### src/rtl/ctc_timing_gen.sv
// Bit-time counter, instruction deserialiser, digit pointer, word-select decode
// and debounced key-matrix scanner for the Eris control-and-timing chip.
module ctc_timing_gen #(
  parameter int DIGITS  = 14,
  parameter int DBITS   = 4,
  parameter int XDIGITS = 2,
  parameter int KR_N    = 8,
  parameter int KC_N    = 5,
  parameter int DEB     = 2,
  localparam int WT     = DIGITS * DBITS,
  localparam int CW     = $clog2(WT)
) (
  input  logic            i_cph2,
  input  logic            i_pon,
  input  logic            i_is,
  input  logic [KC_N-1:0] i_kc,
  input  logic            i_key_ack,
  output logic            o_sync,
  output logic            o_ws,
  output logic [KR_N-1:0] o_kr,
  output logic            o_key_valid,
  output logic [CW-1:0]   o_key_code,
  output logic [3:0]      o_ptr
);

  logic [CW-1:0] r_cnt;
  logic [9:0]    r_ibuf;
  logic [3:0]    r_ptr;
  logic          r_fen;
  logic [2:0]    r_field;
  logic          r_hit;
  logic [CW-1:0] r_hcode;
  logic [CW-1:0] r_lcode;
  logic [2:0]    r_dcnt;
  logic          r_reported;
  logic          r_key_valid;
  logic [CW-1:0] r_key_code;

  logic          w_eow;
  int            w_digit;
  logic          w_hit;
  logic          w_any;
  logic [CW-1:0] w_code;
  logic [CW-1:0] w_lcode_nxt;
  logic [2:0]    w_dcnt_nxt;
  logic          w_report;
  logic [3:0]    w_ptr_nxt;
  logic          w_in_field;

  always_comb begin
    w_eow   = (r_cnt == CW'(WT - 1));
    w_digit = int'(r_cnt) / DBITS;
    o_sync  = (int'(r_cnt) >= WT - 11) && (int'(r_cnt) <= WT - 2);

    o_kr  = '0;
    w_hit = 1'b0;
    for (int j = 0; j < KR_N; j++) begin
      if ((int'(r_cnt) % KR_N) == j) o_kr[j] = 1'b1;
    end
    // A column only counts while its own group of row strobes is active.
    for (int j = 0; j < KC_N; j++) begin
      if (((int'(r_cnt) / KR_N) == j) && i_kc[j]) w_hit = 1'b1;
    end

    w_any       = r_hit | w_hit;
    w_code      = r_hit ? r_hcode : r_cnt;
    w_lcode_nxt = r_lcode;
    w_dcnt_nxt  = r_dcnt;
    if (w_any) begin
      if (w_code == r_lcode) begin
        if (r_dcnt < 3'(DEB)) w_dcnt_nxt = r_dcnt + 3'd1;
      end else begin
        w_dcnt_nxt  = 3'd1;
        w_lcode_nxt = w_code;
      end
    end else begin
      w_dcnt_nxt = 3'd0;
    end
    w_report = w_eow && w_any && (w_dcnt_nxt == 3'(DEB)) && !r_reported;

    w_ptr_nxt = r_ptr;
    if (r_ibuf[1:0] == 2'b00) begin
      if (r_ibuf[3:2] == 2'b11)
        w_ptr_nxt = (int'(r_ibuf[9:6]) >= DIGITS) ? 4'(DIGITS - 1) : r_ibuf[9:6];
      else if (r_ibuf[5:2] == 4'b0110)
        w_ptr_nxt = (int'(r_ptr) == DIGITS - 1) ? 4'd0 : r_ptr + 4'd1;
      else if (r_ibuf[5:2] == 4'b0010)
        w_ptr_nxt = (r_ptr == 4'd0) ? 4'(DIGITS - 1) : r_ptr - 4'd1;
    end

    case (r_field)
      3'd0:    w_in_field = (w_digit == int'(r_ptr));
      3'd1:    w_in_field = (w_digit <= int'(r_ptr));
      3'd2:    w_in_field = (w_digit < XDIGITS);
      3'd3:    w_in_field = 1'b1;
      3'd4:    w_in_field = (w_digit >= XDIGITS + 1) && (w_digit <= DIGITS - 2);
      3'd5:    w_in_field = (w_digit >= XDIGITS + 1) && (w_digit <= DIGITS - 1);
      3'd6:    w_in_field = (w_digit == XDIGITS);
      default: w_in_field = (w_digit == DIGITS - 1);
    endcase
    o_ws = r_fen && w_in_field;
  end

  always_ff @(posedge i_cph2) begin
    if (i_pon) begin
      r_cnt       <= '0;
      r_ibuf      <= '0;
      r_ptr       <= '0;
      r_fen       <= 1'b0;
      r_field     <= '0;
      r_hit       <= 1'b0;
      r_hcode     <= '0;
      r_lcode     <= '0;
      r_dcnt      <= '0;
      r_reported  <= 1'b0;
      r_key_valid <= 1'b0;
      r_key_code  <= '0;
    end else begin
      r_cnt <= w_eow ? '0 : r_cnt + CW'(1);
      if (o_sync) r_ibuf <= {i_is, r_ibuf[9:1]};
      if (w_eow) begin
        r_ptr  <= w_ptr_nxt;
        r_fen  <= (r_ibuf[1:0] == 2'b10);
        if (r_ibuf[1:0] == 2'b10) r_field <= r_ibuf[4:2];
        r_hit   <= 1'b0;
        r_dcnt  <= w_dcnt_nxt;
        r_lcode <= w_lcode_nxt;
        if (!w_any) r_reported <= 1'b0;
        else if (w_report) r_reported <= 1'b1;
      end else if (w_hit && !r_hit) begin
        // Lowest code in the word wins; later hits are ignored.
        r_hit   <= 1'b1;
        r_hcode <= r_cnt;
      end
      if (w_report) begin
        r_key_valid <= 1'b1;
        r_key_code  <= w_lcode_nxt;
      end else if (i_key_ack) begin
        r_key_valid <= 1'b0;
      end
    end
  end

  assign o_key_valid = r_key_valid;
  assign o_key_code  = r_key_code;
  assign o_ptr       = r_ptr;

endmodule

### config.mk
export PLATFORM = sky130hd
export DESIGN_NAME = ctc_timing_gen
export DESIGN_NICKNAME = d
export VERILOG_FILES = /design/src/rtl/ctc_timing_gen.sv
export SDC_FILE = /design/constraint.sdc
export NUM_CORES = 1
export LEC_CHECK = 0
export ABC_CLOCK_PERIOD_IN_PS = 3200
export BUFFER_PORTS_ARGS = -buffer_cell sky130_fd_sc_hd__buf_2
export CORE_ASPECT_RATIO = 0.8
export CORE_MARGIN = 2
export CORE_UTILIZATION = 45
export DETAILED_ROUTE_END_ITERATION = 6
export PLACE_DENSITY = 0.74
export SYNTH_ARGS = -nofsm -noshare
export SYNTH_HDL_FRONTEND = slang
export SYNTH_SLANG_ARGS = --single-unit
### constraint.sdc
create_clock -name i_cph2 -period 3.2 [get_ports i_cph2]
set_clock_uncertainty 0.05 [all_clocks]
set_input_delay 0.96 -clock i_cph2 [delete_from_list [all_inputs] [get_ports i_cph2]]
set_output_delay 0.96 -clock i_cph2 [all_outputs]
set_load 0.005 [all_outputs]
==> results of run 1 <==
[through the flow]
stage          utilization, %  cells  power [mW]  area, sq um  setup WS, ps
5_1_grt                  52.1    392        1.07         2830          14.0
3_5_place_dp             50.6    385       0.703         2750           323
6_report                 52.1    392        1.03         2830           124
4_1_cts                  52.1    392        1.04         2830          1.91
3_3_place_gp             50.6    385       0.702         2750           340
2_1_floorplan               -    284       0.681         2520           391
[worst min-delay path by stage]
stage,end,from
2_1_floorplan,r_fen,r_fen
3_3_place_gp,r_fen,r_fen
3_5_place_dp,r_fen,r_fen
4_1_cts,r_fen,r_fen
5_1_grt,r_fen,r_fen
6_report,r_fen,r_fen
[Yosys cell counts (all sizes together), types with 6 or more instances]
| cell | count |
|---|---|
| nor3 | 8 |
| inv | 12 |
| o21ai | 6 |
| xnor2 | 9 |
| a21oi | 18 |
| a211oi | 12 |
| nand2 | 19 |
| nor2 | 37 |
| buf | 8 |
| clkbuf | 8 |
| mux2i | 29 |
| ha | 12 |
| nand3 | 10 |
| dfxtp | 48 |
[critical path, cell delays in order (launching register included)]
cell and delay, ps:
dfxtp_2 330, inv_1 40, ha_1 290, nor2b_1 130
o21a_1 160, o21ai_1 120, nand3b_1 80, a221o_1 350
a21boi_1 140, buf_2 130
[layout make-up]
class,count,area [sq um]
flip-flops and latches,48,963
multi-input cells,208,1430
clock buffers,6,72.6
fillers,499,2600
clock inverters,1,5.00
well taps,78,97.6
repair buffers,39,220
inverters,12,45.0
[kinds of logic (layout without fill, tap and decap cells)]
group           count (synthesis)  after routing  synth area share, %
simple gates                  104            104                 21.5
compound gates                 53             53                 14.0
flops                          48             48                 38.2
fa+ha+maj                      12             12                 5.96
buf+inv                        28             58                 5.17
mux                            29             29                 11.8
xor+xnor                       10             10                 3.48
[power groups by stage]
stage / Sequential [mW] / Clock [mW] / Combinational (mW)
final: 0.611 / 0.338 / 0.0780
after global routing: 0.613 / 0.368 / 0.0891
after CTS: 0.611 / 0.349 / 0.0785
after detailed placement: 0.625 / 0 / 0.0779
after global placement: 0.625 / 0 / 0.0768
after floorplan: 0.621 / 0 / 0.0595
[state kept, by name (all words and copies together) (netlist names)]
| signal | count |
|---|---|
| r_reported | 1 |
| o_ptr | 4 |
| o_key_code | 6 |
| r_field | 3 |
| r_cnt | 6 |
| r_lcode | 6 |
| r_hit | 1 |
| r_dcnt | 3 |
| r_fen | 1 |
| r_hcode | 6 |
| o_key_valid | 1 |
| r_ibuf | 10 |
[per-layer routing]
metal  wire [microns]  vias to the layer above
met1             2620                      919
met4                0                        0
li1                 -                     1065
met5                0                        -
met2             2150                       40
met3              200                        0
[timing repair]
item                                    CTS  global route
pin swaps                                 0             1
endpoints found under the setup margin    1             1
gates resized for setup                   1             3
hold buffers                              0             0
setup buffers                             0             0
==> results.json, run 1 <==
{
  "status": "finished, final reports clean",
  "num_io_pins": 30,
  "critPathLaunchType": "flop",
  "diodes": 0,
  "tns_ps": 0,
  "fmax_ghz": 0.325,
  "worstPathMaxFanout": 2,
  "critPathLaunch": "o_ptr[1]",
  "ant_nets": 0,
  "gr-usage-met2_pct": 25.5,
  "root_buffer": "clkbuf_8",
  "post_drt_via_cell_ratio": 5.16,
  "yosys.area.top_type_share_pct": 38.2,
  "ys_warn_count": 0,
  "grt_use_met3_pct": 3.62,
  "min_path_type": "reg2reg",
  "setup_viol": 0,
  "powerDensity_mw_per_mm2": 363,
  "clkTransAtPathRegs_ps": 80,
  "drt-total-wl_mm": 4.98,
  "synth_seq_area_share_pct": 38.2,
  "crit-reg2reg-launch": "r_hit",
  "cts_tree": "yes",
  "internal_power_mw": 0.784,
  "r2r_setup_slack_ps": 950,
  "busiest_layer": "met2",
  "initial_core_util_pct": 46.3,
  "r2r_cells": 6,
  "p_comb_share_pct": 7.6,
  "fp.dieW_microns": 87.6,
  "grt_antenna_before_repair": 0,
  "place_congestion": 0.848,
  "clockBufferDepth": 2,
  "peakVddDrop_mv": 0.136,
  "crit_path_end_kind": "output pin",
  "post_drt_wl_per_cell_microns": 12.7,
  "cap_viol_max_count": 0,
  "rsz0062_at_grt": "false",
  "track_usage_pct": 17.0,
  "crit_end": "o_ws",
  "rows": 24,
  "synth_area_sq_mm": 0.00252,
  "cts_buffers": 5,
  "final_common_cell": "dfxtp_1",
  "cts_sinks": 48,
  "synth_edf_count": 0,
  "core_sq_mm": 0.00544,
  "post-dp-hpwl_mm": 3.50,
  "grtUsageMet1_pct": 24.7,
  "period_share_pct": 96.1,
  "r2r_end": "o_key_code[4]",
  "h-tree-depth": 2,
  "synth.avg_cell_area_sq_um": 8.87,
  "nNetsFinal": 335,
  "whs_path_depth": 2,
  "num_vias": 2024,
  "synth_largest_area_cell": "dfxtp_1",
  "grt_pass1_wl_mm": 8.45,
  "p_clk_share_pct": 32.9,
  "crit_type": "reg2out",
  "yosysUniqueCellTypes": 47,
  "clk_latency_ps": 300,
  "min_period_ps": 3080,
  "ys.flop_type": "dfxtp_1",
  "switching_share_pct": 23.7,
  "worst_pin_slew_ps": 841,
  "hold_ws_ps": 413,
  "crit_required_ps": 2190,
  "fp.dieH_microns": 70.9,
  "die-area_sq_mm": 0.00622,
  "post-route-drc-count": 0,
  "seqPwrFrac_pct": 59.5,
  "p_leak_nw": 1.23,
  "ys_ff_latch": 48,
  "slew_violations": 0,
  "grt_pass1_vias": 1832,
  "drive_gt1_share_pct": 16.9,
  "synthCells": 284,
  "synth_fp_nets": 305,
  "drtIter0Drc": 146,
  "port_buffers": 29,
  "overflow": 0,
  "p_sw_mw": 0.243,
  "arrival_ps": 2070,
  "grt_max_degree": 49,
  "async_reset_ff_share_pct": 0,
  "dr.pass1.iters": 4,
  "slew-limit-headroom_pct": 43.9,
  "yosys-top-cells-area": "dfxtp_1, mux2i_1, ha_1, nor2_1, a21oi_1",
  "area_delta_synth_final_pct": 12.4,
  "final_cell_mix": "dfxtp_1, nor2_1, buf_2",
  "hold_viol_final": 0
}
Note: power is estimated with default switching activity, not from simulation.
==> inputs of run 2 (changes only) <==
--- a/config.mk
+++ b/config.mk
@@ -6,12 +6,12 @@
 export NUM_CORES = 1
 export LEC_CHECK = 0
 export ABC_CLOCK_PERIOD_IN_PS = 3200
-export BUFFER_PORTS_ARGS = -buffer_cell sky130_fd_sc_hd__buf_2
 export CORE_ASPECT_RATIO = 0.8
 export CORE_MARGIN = 2
 export CORE_UTILIZATION = 45
 export DETAILED_ROUTE_END_ITERATION = 6
-export PLACE_DENSITY = 0.74
+export DONT_BUFFER_PORTS = 1
+export PLACE_DENSITY = 0.7
 export SYNTH_ARGS = -nofsm -noshare
 export SYNTH_HDL_FRONTEND = slang
 export SYNTH_SLANG_ARGS = --single-unit
==> run 2 against run 1 <==
First-iteration DRC count is 8.2% higher. Global-route usage hardly changed. Die area stayed put. Clock-buffer cell count is 1 higher. Critical path type unchanged.
==> results.json, run 2 (synthesis results as in run 1) <==
{
  "grt_max_degree": 49,
  "topRoutingLayerUsed": "met4",
  "largest_reg_flops": 10,
  "post-route-drc-count": 0,
  "pre_cts_ws_ps": 315,
  "die-area_sq_mm": 0.00622,
  "peakVddDrop_mv": 0.148,
  "rsz0062_at_grt": "false",
  "cts_sinks": 48,
  "fp.dieW_microns": 87.6,
  "drtIter0Drc": 158,
  "area_delta_synth_final_pct": 6.95,
  "final_cell_mix": "dfxtp_1, nor2_1, mux2i_1",
  "fp.dieH_microns": 70.9,
  "met2_length_mm": 2.04,
  "slowest_delay_ps": 350,
  "grt_pass1_vias": 1765,
  "post_drt_via_cell_ratio": 5.34,
  "whs_endpoint": "r_fen",
  "grt_pass1_wl_mm": 8.38,
  "final_cell_count_no_fill": 363,
  "placed_cells": 355,
  "top_register": "r_ibuf",
  "core_sq_mm": 0.00544,
  "place_congestion": 0.842,
  "h-tree-depth": 2,
  "port_buffers": 0,
  "holdCritStartpoint": "r_fen",
  "cap_viol_max_count": 0,
  "p_leak_nw": 1.08,
  "crit-reg2reg-launch": "r_hit",
  "critPathLaunchType": "flop",
  "r2r_cells": 6,
  "crit_required_ps": 2190,
  "min_path_type": "reg2reg",
  "ant_nets": 0,
  "rows": 24,
  "slew-limit-headroom_pct": 60.6,
  "hold_viol_final": 0,
  "cts_buffers": 5,
  "cts_tree": "yes",
  "hold_ws_ps": 407,
  "num_vias": 1938,
  "clk_latency_ps": 300,
  "root_buffer": "clkbuf_8",
  "crit_path_end_kind": "output pin",
  "fill_cells": 542,
  "met1_length_mm": 2.64,
  "period_share_pct": 96.5,
  "arrival_ps": 2080,
  "worst_pin_slew_ps": 587,
  "path_delay_family": "compound AO/OA/AOI/OAI gates",
  "r2r_end": "o_key_code[2]",
  "r2r_setup_slack_ps": 970,
  "overflow": 0,
  "post_drt_wl_per_cell_microns": 13.6,
  "track_usage_pct": 17.0,
  "initial_core_util_pct": 46.3,
  "clkTransAtPathRegs_ps": 80,
  "crit_type": "reg2out",
  "slew_violations": 0,
  "min_period_ps": 3090,
  "drt-total-wl_mm": 4.94,
  "num_io_pins": 30,
  "whs_path_depth": 2,
  "tns_ps": 0,
  "fin_ws_ps": 113,
  "drive_gt1_share_pct": 8.07,
  "final_common_cell": "dfxtp_1",
  "cts_setup_buffers": 0,
  "fmax_ghz": 0.324,
  "crit_path_cell_trace": "inv_1 -> ha_1 -> nor2b_1 -> o21a_1 -> o21ai_0 -> nand3b_1 -> a221o_1 -> a21boi_1",
  "path_buf_inv": 1,
  "worstPathMaxFanout": 2,
  "status": "finished, final reports clean",
  "nNetsFinal": 305,
  "setup_viol": 0,
  "wl_met3_microns": 171,
  "post-dp-hpwl_mm": 3.48,
  "powerDensity_mw_per_mm2": 389,
  "grt_antenna_before_repair": 0,
  "dr.pass1.iters": 4,
  "cp_slowest_cell": "a221o_1",
  "diodes": 0,
  "clockBufferDepth": 2
}
-- run 2: changes by cell type in the layout (fill, tap and decap cells not counted), sizes merged --
cell,before,now
clkinv,1,0
buf,39,9
clkinvlp,0,1
clkbuf,6,7
-- run 2: per-layer routing --
layer / global-route usage [%] / vias to the layer above
li1: - / 999
met1: 25.4 / 901
met2: 23.7 / 33
met3: 3.38 / 5
met4: 7.18 / 0
met5: 0 / -
-- run 2: area by class of cell --
class | count | area [sq um] | share of cell area [%]
timing repair buffer | 9 | 67.6 | 2.51
tap | 78 | 97.6 | 3.62
clock buffer | 7 | 86.3 | 3.20
clock inverter | 1 | 7.51 | 0.279
sequential | 48 | 962 | 35.7
inverter | 12 | 45.0 | 1.67
multi-input combinational | 208 | 1430 | 53.0
-- run 2: stage by stage --
stage          area (sq um)  power, mW  utilization [%]
2_1_floorplan          2520      0.681                -
3_3_place_gp           2600      0.684             47.8
3_5_place_dp           2600      0.686             47.8
4_1_cts                2690       1.06             49.5
5_1_grt                2690       1.09             49.6
6_report               2690       1.05             49.6
-- run 2: what timing repair did --
| item | 4_1_cts | 5_1_grt |
|---|---|---|
| gates resized for setup | 1 | 1 |
| hold buffers | 0 | 0 |
| pin swaps | 0 | 0 |
| setup endpoints to repair | 1 | 1 |
-- run 2: worst max path at each step --
stage | slack, ps | start | to | depth (start not counted)
3_3_place_gp | 360 | o_ptr[2] | o_ws | 7
4_1_cts | 30 | o_ptr[2] | o_ws | 7
5_1_grt | 10 | o_ptr[1] | o_ws | 8
6_report | 110 | o_ptr[1] | o_ws | 8
2_1_floorplan | 390 | o_ptr[1] | o_ws | 8
3_5_place_dp | 310 | o_ptr[2] | o_ws | 7
-- run 2: worst min-delay path: cells and delay by family, from the launching register on --
family             cells  cell delay, ps
and+or+nand+nor        1              50
DFF                    1             320
AOI/OAI and AO/OA      1              50
-- run 2: power by group --
| group | internal (mW) | switching [mW] |
|---|---|---|
| Clock | 0.176 | 0.201 |
| Sequential | 0.603 | 0.00923 |
| Combinational | 0.0261 | 0.0344 |
| Total | 0.804 | 0.245 |
==> inputs of run 3 (changes only) <==
==> config.mk (replaced) <==
export PLATFORM = sky130hd
export DESIGN_NAME = ctc_timing_gen
export DESIGN_NICKNAME = d
export VERILOG_FILES = /design/src/rtl/ctc_timing_gen.sv
export SDC_FILE = /design/constraint.sdc
export NUM_CORES = 1
export LEC_CHECK = 0
export ABC_CLOCK_PERIOD_IN_PS = 2700
export CORE_ASPECT_RATIO = 0.8
export CORE_UTILIZATION = 45
export DETAILED_ROUTE_END_ITERATION = 6
export DONT_BUFFER_PORTS = 1
export PLACE_DENSITY = 0.72
export SYNTH_ARGS = -nofsm -noshare
export SYNTH_HDL_FRONTEND = slang
export SYNTH_SLANG_ARGS = --single-unit
==> constraint.sdc (replaced) <==
create_clock -name i_cph2 -period 2.7 [get_ports i_cph2]
set_clock_uncertainty 0.05 [all_clocks]
set_input_delay 0.81 -clock i_cph2 [delete_from_list [all_inputs] [get_ports i_cph2]]
set_output_delay 0.81 -clock i_cph2 [all_outputs]
set_load 0.005 [all_outputs]
==> run 3 against run 2 <==
Register-to-register slack worse by 480 ps. Sequential share of layout area is 0.77 points lower. Non-clock buffer count is 4 higher. Worst setup slack worse by 220 ps. The run now ends with negative setup slack left. Critical path depth stayed put. Clock-buffer cell count is 2 lower. Die area is 5.0% lower. Total power is 27% higher. Clock power is 42% higher. Cell count is 0.28% higher. Critical path type unchanged. Cell area is 2.5% higher.
==> results.json, run 3 (synthesis results as in run 1) <==
{
  "slew-limit-headroom_pct": 52.6,
  "num_io_pins": 30,
  "drtIter0Drc": 175,
  "place_congestion": 0.811,
  "final_cell_mix": "dfxtp_1, nor2_1, mux2i_1",
  "dr.pass1.iters": 4,
  "worst_pin_slew_ps": 708,
  "slew_violations": 0,
  "final_common_cell": "dfxtp_1",
  "tns_ps": -104,
  "fin_ws_ps": -104,
  "port_buffers": 0,
  "rsz0062_at_grt": "true",
  "root_buffer": "clkbuf_8",
  "min_path_type": "reg2reg",
  "grt_pass1_vias": 1745,
  "track_usage_pct": 19.5,
  "overflow": 0,
  "grt_max_degree": 49,
  "clockBufferDepth": 2,
  "core_sq_mm": 0.00521,
  "holdBufCountCts": 0,
  "status": "complete, but fails checks",
  "rows": 23,
  "critPathLaunchType": "flop",
  "h-tree-depth": 2,
  "min_period_ps": 2800,
  "cp_slowest_cell": "dfxtp_1",
  "crit_path_end_kind": "output pin",
  "top_register": "r_ibuf",
  "gr-usage-met2_pct": 28.4,
  "slowest_delay_ps": 340,
  "hold_viol_final": 0,
  "fp.dieW_microns": 85.6,
  "period_share_pct": 104,
  "cts_buffers": 5,
  "nNetsFinal": 309,
  "crit_type": "reg2out",
  "grt_antenna_before_repair": 0,
  "arrival_ps": 1940,
  "num_vias": 1997,
  "largest_reg_flops": 10,
  "post_drt_via_cell_ratio": 5.49,
  "peakVddDrop_mv": 0.198,
  "worstPathMaxFanout": 4,
  "pre_cts_ws_ps": -35.4,
  "initial_core_util_pct": 48.4,
  "clkTransAtPathRegs_ps": 90,
  "drive_gt1_share_pct": 11.4,
  "powerDensity_mw_per_mm2": 483,
  "grt_pass1_wl_mm": 8.64,
  "fill_cells": 484,
  "grt_use_met3_pct": 6.07,
  "cts_tree": "yes",
  "fp.dieH_microns": 68.9,
  "violations": "negative setup slack",
  "diodes": 0,
  "drt-total-wl_mm": 5.31,
  "setup_viol": 1,
  "area_delta_synth_final_pct": 9.59,
  "crit_path_cell_trace": "inv_1 -> ha_1 -> o21a_1 -> o21ai_1 -> nand3b_1 -> a221o_1 -> a21boi_2 -> buf_4",
  "grtUsageMet1_pct": 27.3,
  "p_leak_nw": 1.11,
  "post-dp-hpwl_mm": 3.63,
  "clk_latency_ps": 310,
  "busiest_layer": "met2",
  "post-route-drc-count": 0,
  "cap_viol_max_count": 0,
  "die-area_sq_mm": 0.00590,
  "fmax_ghz": 0.357,
  "post_drt_wl_per_cell_microns": 14.6,
  "cts_sinks": 48,
  "ant_nets": 0,
  "crit_required_ps": 1840
}
-- run 3: final cells by class --
cell class	count	area, sq um	share of cell area, %
Timing Repair Buffer	13	97.6	3.54
Tap cell	75	93.8	3.40
Clock buffer	5	68.8	2.49
Clock inverter	3	46.3	1.68
Multi-Input combinational cell	208	1440	52.3
Sequential cell	48	965	35.0
Inverter	12	45.0	1.63
-- run 3: worst paths after layout --
check                                 from    endpoint  slack [ps]  cells after the start
worst max register to register    r_cnt[4]    o_ptr[1]         490                      7
worst min-delay path            r_hcode[5]  r_hcode[5]         420                      2
worst max-delay path              o_ptr[2]        o_ws        -100                      8
worst min register to register  r_hcode[5]  r_hcode[5]         420                      2
-- run 3: report_power, final --
group / internal, mW / switching (mW) / total (mW)
Combinational: 0.0313 / 0.0407 / 0.0720
Sequential: 0.715 / 0.0107 / 0.725
Clock: 0.279 / 0.257 / 0.536
Total: 1.02 / 0.308 / 1.33
-- run 3: timing repair --
item                                    in CTS  in global routing
resized for setup                            6                  2
endpoints found under the setup margin       1                  2
buffers inserted                             1                  0
pin swaps                                    4                  1
-- run 3: layer usage --
| metal | share of wire, % | vias to the layer above |
|---|---|---|
| li1 | - | 1009 |
| met1 | 51 | 912 |
| met2 | 41 | 70 |
| met3 | 6.6 | 6 |
| met4 | 1.1 | 0 |
| met5 | 0 | - |
-- run 3: worst max-delay path: cells and delay by family, from the launching register on --
| family | cells | cell delay (ps) |
|---|---|---|
| AOI/OAI and AO/OA | 4 | 700 |
| adders and majority gates | 1 | 340 |
| buffers and inverters | 2 | 190 |
| DFF | 1 | 340 |
| and+or+nand+nor | 1 | 80 |
-- run 3: per-stage QoR --
step	utilization (%)	hold slack (ps)	total power [mW]	cell area (sq um)	instances
after global placement	50.3	398	0.810	2620	355
after floorplan	-	382	0.807	2520	284
after global routing	53.0	448	1.39	2760	364
final	53.0	422	1.33	2760	364
after CTS	52.9	423	1.34	2760	364
after detailed placement	50.3	408	0.811	2620	355
